===== src/rtl/ddr_dimm_cmd_decoder.sv =====
// DDR4 DIMM-side command bus responder.
// Registers the decoded pin-level command, mirrors the MR0/MR1/MR2 latency fields,
// tracks per-bank open/idle state, flags protocol violations and schedules the
// read-drive / write-capture windows as OR-merged shift registers.
// Optional feature: define DDR_CMD_PARITY_EN to check even command parity on `par`.
module ddr_dimm_cmd_decoder #(
  parameter int unsigned BG_WIDTH  = 2,
  parameter int unsigned BA_WIDTH  = 2,
  parameter int unsigned ROW_WIDTH = 17,
  parameter int unsigned COL_WIDTH = 10,
  parameter int unsigned MAX_LAT   = 48
) (
  input  logic                              clock_t,
  input  logic                              reset,
  input  logic                              cs_n,
  input  logic                              act_n,
  input  logic                              ras_n_a16,
  input  logic                              cas_n_a15,
  input  logic                              we_n_a14,
  input  logic [BG_WIDTH-1:0]               bg,
  input  logic [BA_WIDTH-1:0]               ba,
  input  logic [13:0]                       a,
  input  logic                              par,
  output logic                              cmd_valid,
  output logic [3:0]                        cmd_code,
  output logic [BG_WIDTH+BA_WIDTH-1:0]      cmd_bank,
  output logic [ROW_WIDTH-1:0]              cmd_row,
  output logic [COL_WIDTH-1:0]              cmd_col,
  output logic [4:0]                        cl,
  output logic [4:0]                        cwl,
  output logic [4:0]                        al,
  output logic [3:0]                        bl,
  output logic [2**(BG_WIDTH+BA_WIDTH)-1:0] open_banks,
  output logic                              rd_en,
  output logic                              wr_en,
  output logic                              proto_err,
  output logic                              par_err
);

  localparam int unsigned BankW    = BG_WIDTH + BA_WIDTH;
  localparam int unsigned NumBanks = 2 ** BankW;

  localparam logic [3:0] CmdNop     = 4'd0;
  localparam logic [3:0] CmdAct     = 4'd1;
  localparam logic [3:0] CmdCasR    = 4'd2;
  localparam logic [3:0] CmdCasW    = 4'd3;
  localparam logic [3:0] CmdPre     = 4'd4;
  localparam logic [3:0] CmdRef     = 4'd5;
  localparam logic [3:0] CmdMrs     = 4'd6;
  localparam logic [3:0] CmdZqcl    = 4'd7;
  localparam logic [3:0] CmdDes     = 4'd8;
  localparam logic [3:0] CmdIllegal = 4'd15;

  typedef enum logic [0:0] {StIdle, StOpen} bank_state_e;

  bank_state_e        bank_q [NumBanks];
  logic [MAX_LAT-1:0] rd_sr_q, wr_sr_q;

  logic [3:0]         code;
  logic               exempt;
  logic               par_bad;
  logic               accept;
  logic               hit_open;
  logic               any_open;
  logic               proto;
  logic [BankW-1:0]   bank_idx;
  logic [BA_WIDTH:0]  mr_idx;
  logic [16:0]        row_raw;
  logic [5:0]         rd_lat, wr_lat;
  logic [MAX_LAT-1:0] burst, rd_mask, wr_mask;

  assign bank_idx = {bg, ba};
  assign mr_idx   = {bg[0], ba};
  assign row_raw  = {ras_n_a16, cas_n_a15, we_n_a14, a};

  // Pin-level command decode.
  always_comb begin
    code = CmdNop;
    if (cs_n) begin
      code = CmdDes;
    end else if (!act_n) begin
      code = CmdAct;
    end else begin
      unique case ({ras_n_a16, cas_n_a15, we_n_a14})
        3'b000:  code = CmdMrs;
        3'b001:  code = CmdRef;
        3'b010:  code = CmdPre;
        3'b011:  code = CmdIllegal;
        3'b100:  code = CmdCasW;
        3'b101:  code = CmdCasR;
        3'b110:  code = a[10] ? CmdZqcl : CmdIllegal;
        default: code = CmdNop;
      endcase
    end
  end

  assign exempt = (code == CmdNop) || (code == CmdDes);

`ifdef DDR_CMD_PARITY_EN
  // Even parity: XOR of the covered pins must equal par.
  assign par_bad = !exempt && ((^{act_n, ras_n_a16, cas_n_a15, we_n_a14, bg, ba, a}) != par);
`else
  logic unused_par;
  assign unused_par = par;
  assign par_bad    = 1'b0;
`endif

  // A command with bad parity is dropped entirely.
  assign accept = !exempt && !par_bad;

  // Per-bank open flags straight from the bank state registers.
  always_comb begin
    open_banks = '0;
    for (int i = 0; i < NumBanks; i++) begin
      open_banks[i] = (bank_q[i] == StOpen);
    end
  end

  assign hit_open = open_banks[bank_idx];
  assign any_open = |open_banks;

  // Violation check against the bank state as it stands before this command.
  always_comb begin
    proto = 1'b0;
    if (accept) begin
      proto = ((code == CmdAct) && hit_open) ||
              (((code == CmdCasR) || (code == CmdCasW)) && !hit_open) ||
              (((code == CmdRef) || (code == CmdMrs)) && any_open) ||
              (code == CmdIllegal);
    end
  end

  // Burst window masks; latency is taken from the registers current at CAS time.
  always_comb begin
    rd_lat  = 6'(al) + 6'(cl);
    wr_lat  = 6'(al) + 6'(cwl);
    burst   = (bl == 4'd4) ? MAX_LAT'(2'b11) : MAX_LAT'(4'hF);
    rd_mask = (accept && (code == CmdCasR)) ? (burst << rd_lat) : '0;
    wr_mask = (accept && (code == CmdCasW)) ? (burst << wr_lat) : '0;
  end

  assign rd_en = rd_sr_q[0];
  assign wr_en = wr_sr_q[0];

  // Registered command outputs, mode-register mirrors and data windows.
  always_ff @(posedge clock_t) begin
    if (reset) begin
      cmd_valid <= 1'b0;
      cmd_code  <= CmdNop;
      cmd_bank  <= '0;
      cmd_row   <= '0;
      cmd_col   <= '0;
      cl        <= 5'd9;
      cwl       <= 5'd9;
      al        <= 5'd0;
      bl        <= 4'd8;
      proto_err <= 1'b0;
      par_err   <= 1'b0;
      rd_sr_q   <= '0;
      wr_sr_q   <= '0;
    end else begin
      cmd_valid <= accept;
      cmd_code  <= par_bad ? CmdNop : code;
      cmd_bank  <= bank_idx;
      cmd_row   <= (accept && (code == CmdAct)) ? ROW_WIDTH'(row_raw) : '0;
      cmd_col   <= (accept && ((code == CmdCasR) || (code == CmdCasW))) ?
                   COL_WIDTH'(a[9:0]) : '0;
      proto_err <= proto;
      par_err   <= par_bad;
      rd_sr_q   <= (rd_sr_q >> 1) | rd_mask;
      wr_sr_q   <= (wr_sr_q >> 1) | wr_mask;
      if (accept && (code == CmdMrs)) begin
        case (int'(mr_idx))
          0: begin
            if (a[6:3] < 4'd12) cl <= 5'd9 + {1'b0, a[6:3]};
            bl <= (a[1:0] == 2'b10) ? 4'd4 : 4'd8;
          end
          1: begin
            // MR1 AL is expressed relative to the CL in force before this command.
            if ((a[4:3] == 2'd1) || (a[4:3] == 2'd2)) al <= cl - {3'b000, a[4:3]};
            else                                      al <= 5'd0;
          end
          2: begin
            if (a[5:3] < 3'd7) cwl <= 5'd9 + {2'b00, a[5:3]};
          end
          default: ;
        endcase
      end
    end
  end

  // Per-bank IDLE/OPEN state machine.
  always_ff @(posedge clock_t) begin
    if (reset) begin
      for (int i = 0; i < NumBanks; i++) bank_q[i] <= StIdle;
    end else if (accept) begin
      for (int i = 0; i < NumBanks; i++) begin
        unique case (bank_q[i])
          StIdle: if ((code == CmdAct) && (BankW'(i) == bank_idx)) bank_q[i] <= StOpen;
          StOpen: if ((code == CmdPre) && (a[10] || (BankW'(i) == bank_idx)))
                    bank_q[i] <= StIdle;
          default: bank_q[i] <= StIdle;
        endcase
      end
    end
  end

endmodule


===== config.mk =====
export PLATFORM = sky130hd
export DESIGN_NAME = ddr_dimm_cmd_decoder
export DESIGN_NICKNAME = d
export VERILOG_FILES = /design/src/rtl/ddr_dimm_cmd_decoder.sv
export SDC_FILE = /design/constraint.sdc
export NUM_CORES = 1
export LEC_CHECK = 0
export ABC_AREA = 1
export CAP_MARGIN = 20
export CORE_ASPECT_RATIO = 1.1
export CORE_MARGIN = 4
export CORE_UTILIZATION = 40
export CTS_CLUSTER_DIAMETER = 150
export DETAILED_ROUTE_END_ITERATION = 16
export PLACE_DENSITY = 0.58
export SLEW_MARGIN = 20
export SYNTH_ARGS = -nofsm -noshare
export SYNTH_HDL_FRONTEND = slang
export SYNTH_SLANG_ARGS = --single-unit

===== constraint.sdc =====
create_clock -name clock_t -period 3.15 [get_ports clock_t]
set_clock_uncertainty 0.2 [all_clocks]
set_input_delay 0.63 -clock clock_t [delete_from_list [all_inputs] [get_ports clock_t]]
set_output_delay 0.63 -clock clock_t [all_outputs]
set_load 0.005 [all_outputs]

==> results.json, run 1 <==
{
  "run_status": "completed",
  "ioPinCount": 101,
  "p_per_area_mw_per_mm2": 481.8,
  "grt_setup_unrepaired": "false",
  "regToRegEndpoint": "rd_sr_q[8]",
  "max_slew_margin": 0.4919,
  "yosysTopAreaCell": "dfxtp_1",
  "dp.cells": 1445,
  "synth_top_area_frac": 0.3790,
  "path_cells": "ha_1 > fa_1 > nor2_1 > inv_1 > nand2_1 > inv_1 > nor2_1 > o21ai_0 > nor2_1 > nand2_1 > a21oi_1",
  "core_area_mm2": 0.01930,
  "cts.path.max_buffers": 2,
  "ys_seq_elements": 166,
  "max-cap-violations": 0,
  "arrival_ps": 2870,
  "design_area_mm2": 0.009719,
  "holdBufCountCts": 0,
  "required_ps": 3300,
  "r2r-start": "al[0]",
  "cts_root_buf": "clkbuf_16",
  "ys_warn_count": 0,
  "cts.clk_slew.worst_paths_ps": 70,
  "worstMarginPinSlew_ps": 762.2,
  "fin_crit_sh": 0.8644,
  "vias_per_cell": 4.846,
  "post_cts_resized": 0,
  "worst_slack_ps": 427.2,
  "p_total_mw": 4.683,
  "cp_slowest_cell": "fa_1",
  "crit_top_cell": "nor2_1",
  "first_pass_iters": 6,
  "htree_levels": 4,
  "via_count": 7153,
  "area_growth_pct": 22.68,
  "path_buf_inv": 2,
  "instances_no_fill": 1476,
  "cts_tree": "built",
  "grt_overflow": 0,
  "pre_cts_ws_ps": 173.8,
  "ys_seq_area_frac": 0.4397,
  "setup_tns_ps": 0,
  "remaining_drc_errors": 0,
  "grt_usage": 0.1965,
  "drive_above_1_share": 0.06916,
  "post_cts_buffers": 0,
  "hold_depth": 2,
  "synth_cells": 1127,
  "nets": 1260,
  "hpwl_um": 15620,
  "worstSetupPathType": "reg -> reg",
  "multi_input_area_mm2": 0.003605,
  "first_iter_violations": 397,
  "fillers": 1964,
  "synth.avg_cell_area_um2": 7.030,
  "report.final.setup_viol": 0,
  "fin_crit_ps": 2723,
  "antenna_cells": 0,
  "grt_pass1_wl_um": 34860,
  "floorplan.initialDensity": 0.4106,
  "crit_path_start": "al[0]",
  "placed_area_mm2": 0.009100,
  "ir_drop_mv": 0.3653,
  "synth.area.top_cells": "dfxtp_1 38%, nand2_1 12%, nor2_1 9.1%",
  "gp_congestion": 0.9082,
  "antenna_left": 0,
  "ff2ff_path_depth": 11,
  "final_core_util": 0.5037,
  "end_kind": "flip-flop",
  "p_leak_nw": 4.245,
  "rows": 53,
  "fmax_mhz": 367.3,
  "min_from": "wr_sr_q[42]",
  "hold-path-endpoint": "wr_sr_q[41]",
  "wl_per_cell_um": 14.31,
  "r2r_slack_ps": 430,
  "hold_path.class": "reg -> reg",
  "slowest_delay_ps": 420,
  "finalHoldViolCount": 0,
  "crit_fanout": 9,
  "clk_latency_ps": 430,
  "die_w_um": 142.2,
  "path_delay_family": "simple AND/OR/NAND/NOR gates",
  "die-area_mm2": 0.02212,
  "netlist_area_mm2": 0.007923,
  "regArea_mm2": 0.003483,
  "drv_slew": 0,
  "hold_slack_ps": 222.5,
  "cts_sinks": 166,
  "yosysUniqueCellTypes": 41,
  "finalWirelength_um": 21120,
  "grt_max_degree": 75,
  "die_height_um": 155.6,
  "grt_pass1_vias": 6965,
  "port_buffers": 96,
  "cp-start-kind": "flip-flop",
  "cts_buffers": 17,
  "antenna_found_initial": 0
}
power by group:
group | internal [mW] | switching [mW] | total, mW
registers | 2.16 | 0.0171 | 2.17
clock network | 1.31 | 0.899 | 2.20
logic | 0.117 | 0.187 | 0.304
total | 3.58 | 1.10 | 4.68
cells in the mapped netlist (all sizes together):
| cell type | n |
|---|---|
| nor3 | 10 |
| nand4 | 7 |
| o31ai | 1 |
| a21oi | 93 |
| buf | 28 |
| xor2 | 1 |
| fa | 3 |
| o21ai | 27 |
| inv | 159 |
| dfxtp | 150 |
| a31oi | 10 |
| o21a | 1 |
| nor3b | 2 |
| o211ai | 10 |
| or2 | 2 |
| clkinv | 1 |
| nor4 | 4 |
| nand2 | 260 |
| clkbuf | 18 |
| nor2 | 201 |
| ha | 14 |
| nand3 | 102 |
| conb | 1 |
| edfxtp | 16 |
| nand3b | 3 |
| and2 | 3 |
metal layers:
| metal | GRT usage | part of all wire | vias to the layer above |
|---|---|---|---|
| met4 | 0.06673 | 0.020 | 0 |
| met2 | 0.3249 | 0.48 | 139 |
| li1 | - | - | 3718 |
| met3 | 0.04844 | 0.047 | 33 |
| met5 | 0 | 0 | - |
| met1 | 0.2511 | 0.45 | 3263 |
placed cells by master, fill, tap and decap left out, types with 3 or more instances in the layout:
master and count:
nand2_2 5, inv_2 7, clkbuf_16 18, o211ai_1 10, nor4_2 3, nor2_2 4, inv_6 3, dfxtp_1 150
clkdlybuf4s50_1 95, a21oi_1 93, nand3b_1 3, bufinv_16 3, nand4_1 7, and2_1 3, a31oi_1 10, edfxtp_1 16
fa_1 3, conb_1 3, inv_1 152, nand3_1 100, o21ai_0 26, clkinvlp_4 3, buf_4 20, nor2_1 192
ha_1 14, nor3_4 3, nor2_4 3, nand2_1 253, nor3_1 6
layout make-up:
class	count	area share
Timing Repair Buffer	115	0.1133
Multi-Input combinational cell	757	0.3709
Inverter	160	0.06192
Tap cell	247	0.03180
Clock buffer	19	0.04673
Sequential cell	166	0.3584
Clock inverter	12	0.01699
sequential cells by signal (all words and copies together), names as in the netlist:
register and cells:
al 5, cmd_bank 4, bank_q 16, cmd_row 17, cmd_col 10, cl 5, proto_err 1, wr_sr_q 48
cmd_valid 1, cwl 5, rd_sr_q 48, bl 2, cmd_code 4
worst max-delay path by stage:
stage | endpoint | cells past startpoint
2_1_floorplan | wr_sr_q[6] | 12
3_3_place_gp | bank_q[0][3] | 11
3_5_place_dp | bank_q[0][3] | 11
4_1_cts | rd_sr_q[8] | 11
5_1_grt | rd_sr_q[8] | 11
6_report | rd_sr_q[8] | 11
cell families (layout without fill, tap and decap cells):
kind of cell	after synthesis	count (layout)	synth area share
AO/OA/AOI/OAI	142	142	0.09507
AND/OR/NAND/NOR	594	594	0.3277
adder cells (fa/ha/maj)	17	17	0.02969
XOR/XNOR	1	1	0.001106
buffers and inverters	206	306	0.1063
flip-flops	166	166	0.4397
other	1	3	0.0004733
tightest hold or removal path, delay by kind of cell (launching register included):
family | cells | cell delay [ps]
flip-flops | 1 | 300
AND/OR/NAND/NOR | 2 | 100
Power figures use the tool's default switching activity.
==> run 2, diff against run 1 <==
--- a/config.mk
+++ b/config.mk
@@ -13,6 +13,7 @@
 export CTS_CLUSTER_DIAMETER = 150
 export DETAILED_ROUTE_END_ITERATION = 16
 export PLACE_DENSITY = 0.58
+export SETUP_SLACK_MARGIN = 0.1
 export SLEW_MARGIN = 20
 export SYNTH_ARGS = -nofsm -noshare
 export SYNTH_HDL_FRONTEND = slang
==> constraint.sdc (replaced) <==
create_clock -name clock_t -period 3.15 [get_ports clock_t]
set_clock_uncertainty 0.2 [all_clocks]
set_input_delay 0.63 -clock clock_t [delete_from_list [all_inputs] [get_ports clock_t]]
set_output_delay 0.63 -clock clock_t [all_outputs]
set_load 0.1 [all_outputs]
==> results.json, run 2 (synthesized netlist as in run 1, its figures left out) <==
{
  "run_status": "completed",
  "fmax_mhz": 375.2,
  "grt_overflow": 0,
  "max-cap-violations": 0,
  "ff2ff_path_depth": 11,
  "cts.path.max_buffers": 2,
  "grt_pass1_vias": 6819,
  "die_height_um": 155.6,
  "gp_congestion": 0.9031,
  "clk_latency_ps": 420,
  "floorplan.initialDensity": 0.4106,
  "area_growth_pct": 19.68,
  "first_pass_iters": 5,
  "p_per_area_mw_per_mm2": 486.7,
  "arrival_ps": 2810,
  "hold_path.class": "reg -> reg",
  "setup_tns_ps": 0,
  "nets": 1261,
  "grt_max_degree": 77,
  "die-area_mm2": 0.02212,
  "grt_pass1_wl_um": 34420,
  "grt_usage": 0.1929,
  "end_kind": "flip-flop",
  "hold_depth": 2,
  "final_core_util": 0.4913,
  "remaining_drc_errors": 0,
  "drive_above_1_share": 0.1293,
  "fillers": 1986,
  "cts.clk_slew.worst_paths_ps": 70,
  "cts_tree": "built",
  "via_count": 7103,
  "antenna_found_initial": 0,
  "cts_sinks": 166,
  "vias_per_cell": 4.809,
  "htree_levels": 4,
  "finalWirelength_um": 20800,
  "port_buffers": 96,
  "rows": 53,
  "cts_buffers": 17,
  "post_cts_resized": 0,
  "first_iter_violations": 414,
  "finalHoldViolCount": 0,
  "holdBufCountCts": 0,
  "antenna_cells": 0,
  "fin_crit_sh": 0.8461,
  "report.final.setup_viol": 0,
  "hpwl_um": 15560,
  "core_area_mm2": 0.01930,
  "crit_fanout": 9,
  "grt_setup_unrepaired": "false",
  "design_area_mm2": 0.009482,
  "wl_per_cell_um": 14.08,
  "die_w_um": 142.2,
  "post_cts_buffers": 0,
  "worstSetupPathType": "reg -> reg",
  "required_ps": 3290,
  "most-common-layout-cells": "253 x nand2_1, 192 x nor2_1, 152 x inv_1, 150 x dfxtp_1, 100 x nand3_1",
  "cp-start-kind": "flip-flop",
  "cts_root_buf": "clkbuf_16",
  "antenna_left": 0,
  "max_slew_margin": 0.4862,
  "p_total_mw": 4.615,
  "fin_crit_ps": 2665,
  "reg_top3": "rd_sr_q (48), wr_sr_q (48), cmd_row (17)",
  "placed_area_mm2": 0.008927,
  "final_common_cell": "nand2_1",
  "ir_drop_mv": 0.3099,
  "p_leak_nw": 4.336,
  "ioPinCount": 101,
  "worstMarginPinSlew_ps": 770.7,
  "drv_slew": 0
}
==> run 2: metrics by stage <==
stage	instances	hold slack, ps	worst slack, ps
2_1_floorplan	1129	203.1	165.3
3_3_place_gp	1446	213.0	194.0
3_5_place_dp	1446	215.3	160.4
4_1_cts	1477	221.3	466.6
5_1_grt	1477	232.8	232.8
6_report	1477	221.8	484.9
==> run 2: critical path, stage by stage, from the launching register on <==
cell     delay (ps)
dfxtp_1         360
ha_1            260
fa_1            410
nor2_1          110
inv_1            40
nand2_1         210
inv_1           140
nor2_1          310
o21ai_0         170
nor2_1          170
nand2_1          70
a21oi_1         120
==> run 2: cell type report <==
| cell class | instances | area (µm²) | area share |
|---|---|---|---|
| multi-input combinational | 757 | 3605 | 0.3802 |
| sequential | 166 | 3483 | 0.3674 |
| timing repair buffer | 116 | 928.4 | 0.09792 |
| inverter | 160 | 601.8 | 0.06347 |
| clock buffer | 18 | 439.2 | 0.04632 |
| tap | 247 | 309.0 | 0.03259 |
| clock inverter | 13 | 115.1 | 0.01214 |
==> run 2: path summary, 6_finish.rpt <==
| path | startpoint | end | slack, ps |
|---|---|---|---|
| hold / removal | wr_sr_q[41] | wr_sr_q[40] | 220 |
| setup reg to reg | cl[0] | rd_sr_q[8] | 480 |
| setup / recovery | cl[0] | rd_sr_q[8] | 480 |
| hold reg to reg | wr_sr_q[41] | wr_sr_q[40] | 220 |
==> run 2: routing by layer <==
layer	track usage	routed length (µm)
met1	0.2497	9527
met3	0.04108	863
met5	0	0
met2	0.3263	10070
met4	0.05256	333
==> run 2: power breakdown <==
| group | total [mW] | switching, mW | internal [mW] |
|---|---|---|---|
| Combinational | 0.475 | 0.365 | 0.109 |
| Clock | 1.97 | 0.915 | 1.05 |
| Sequential | 2.17 | 0.0172 | 2.16 |
| Total | 4.61 | 1.30 | 3.32 |
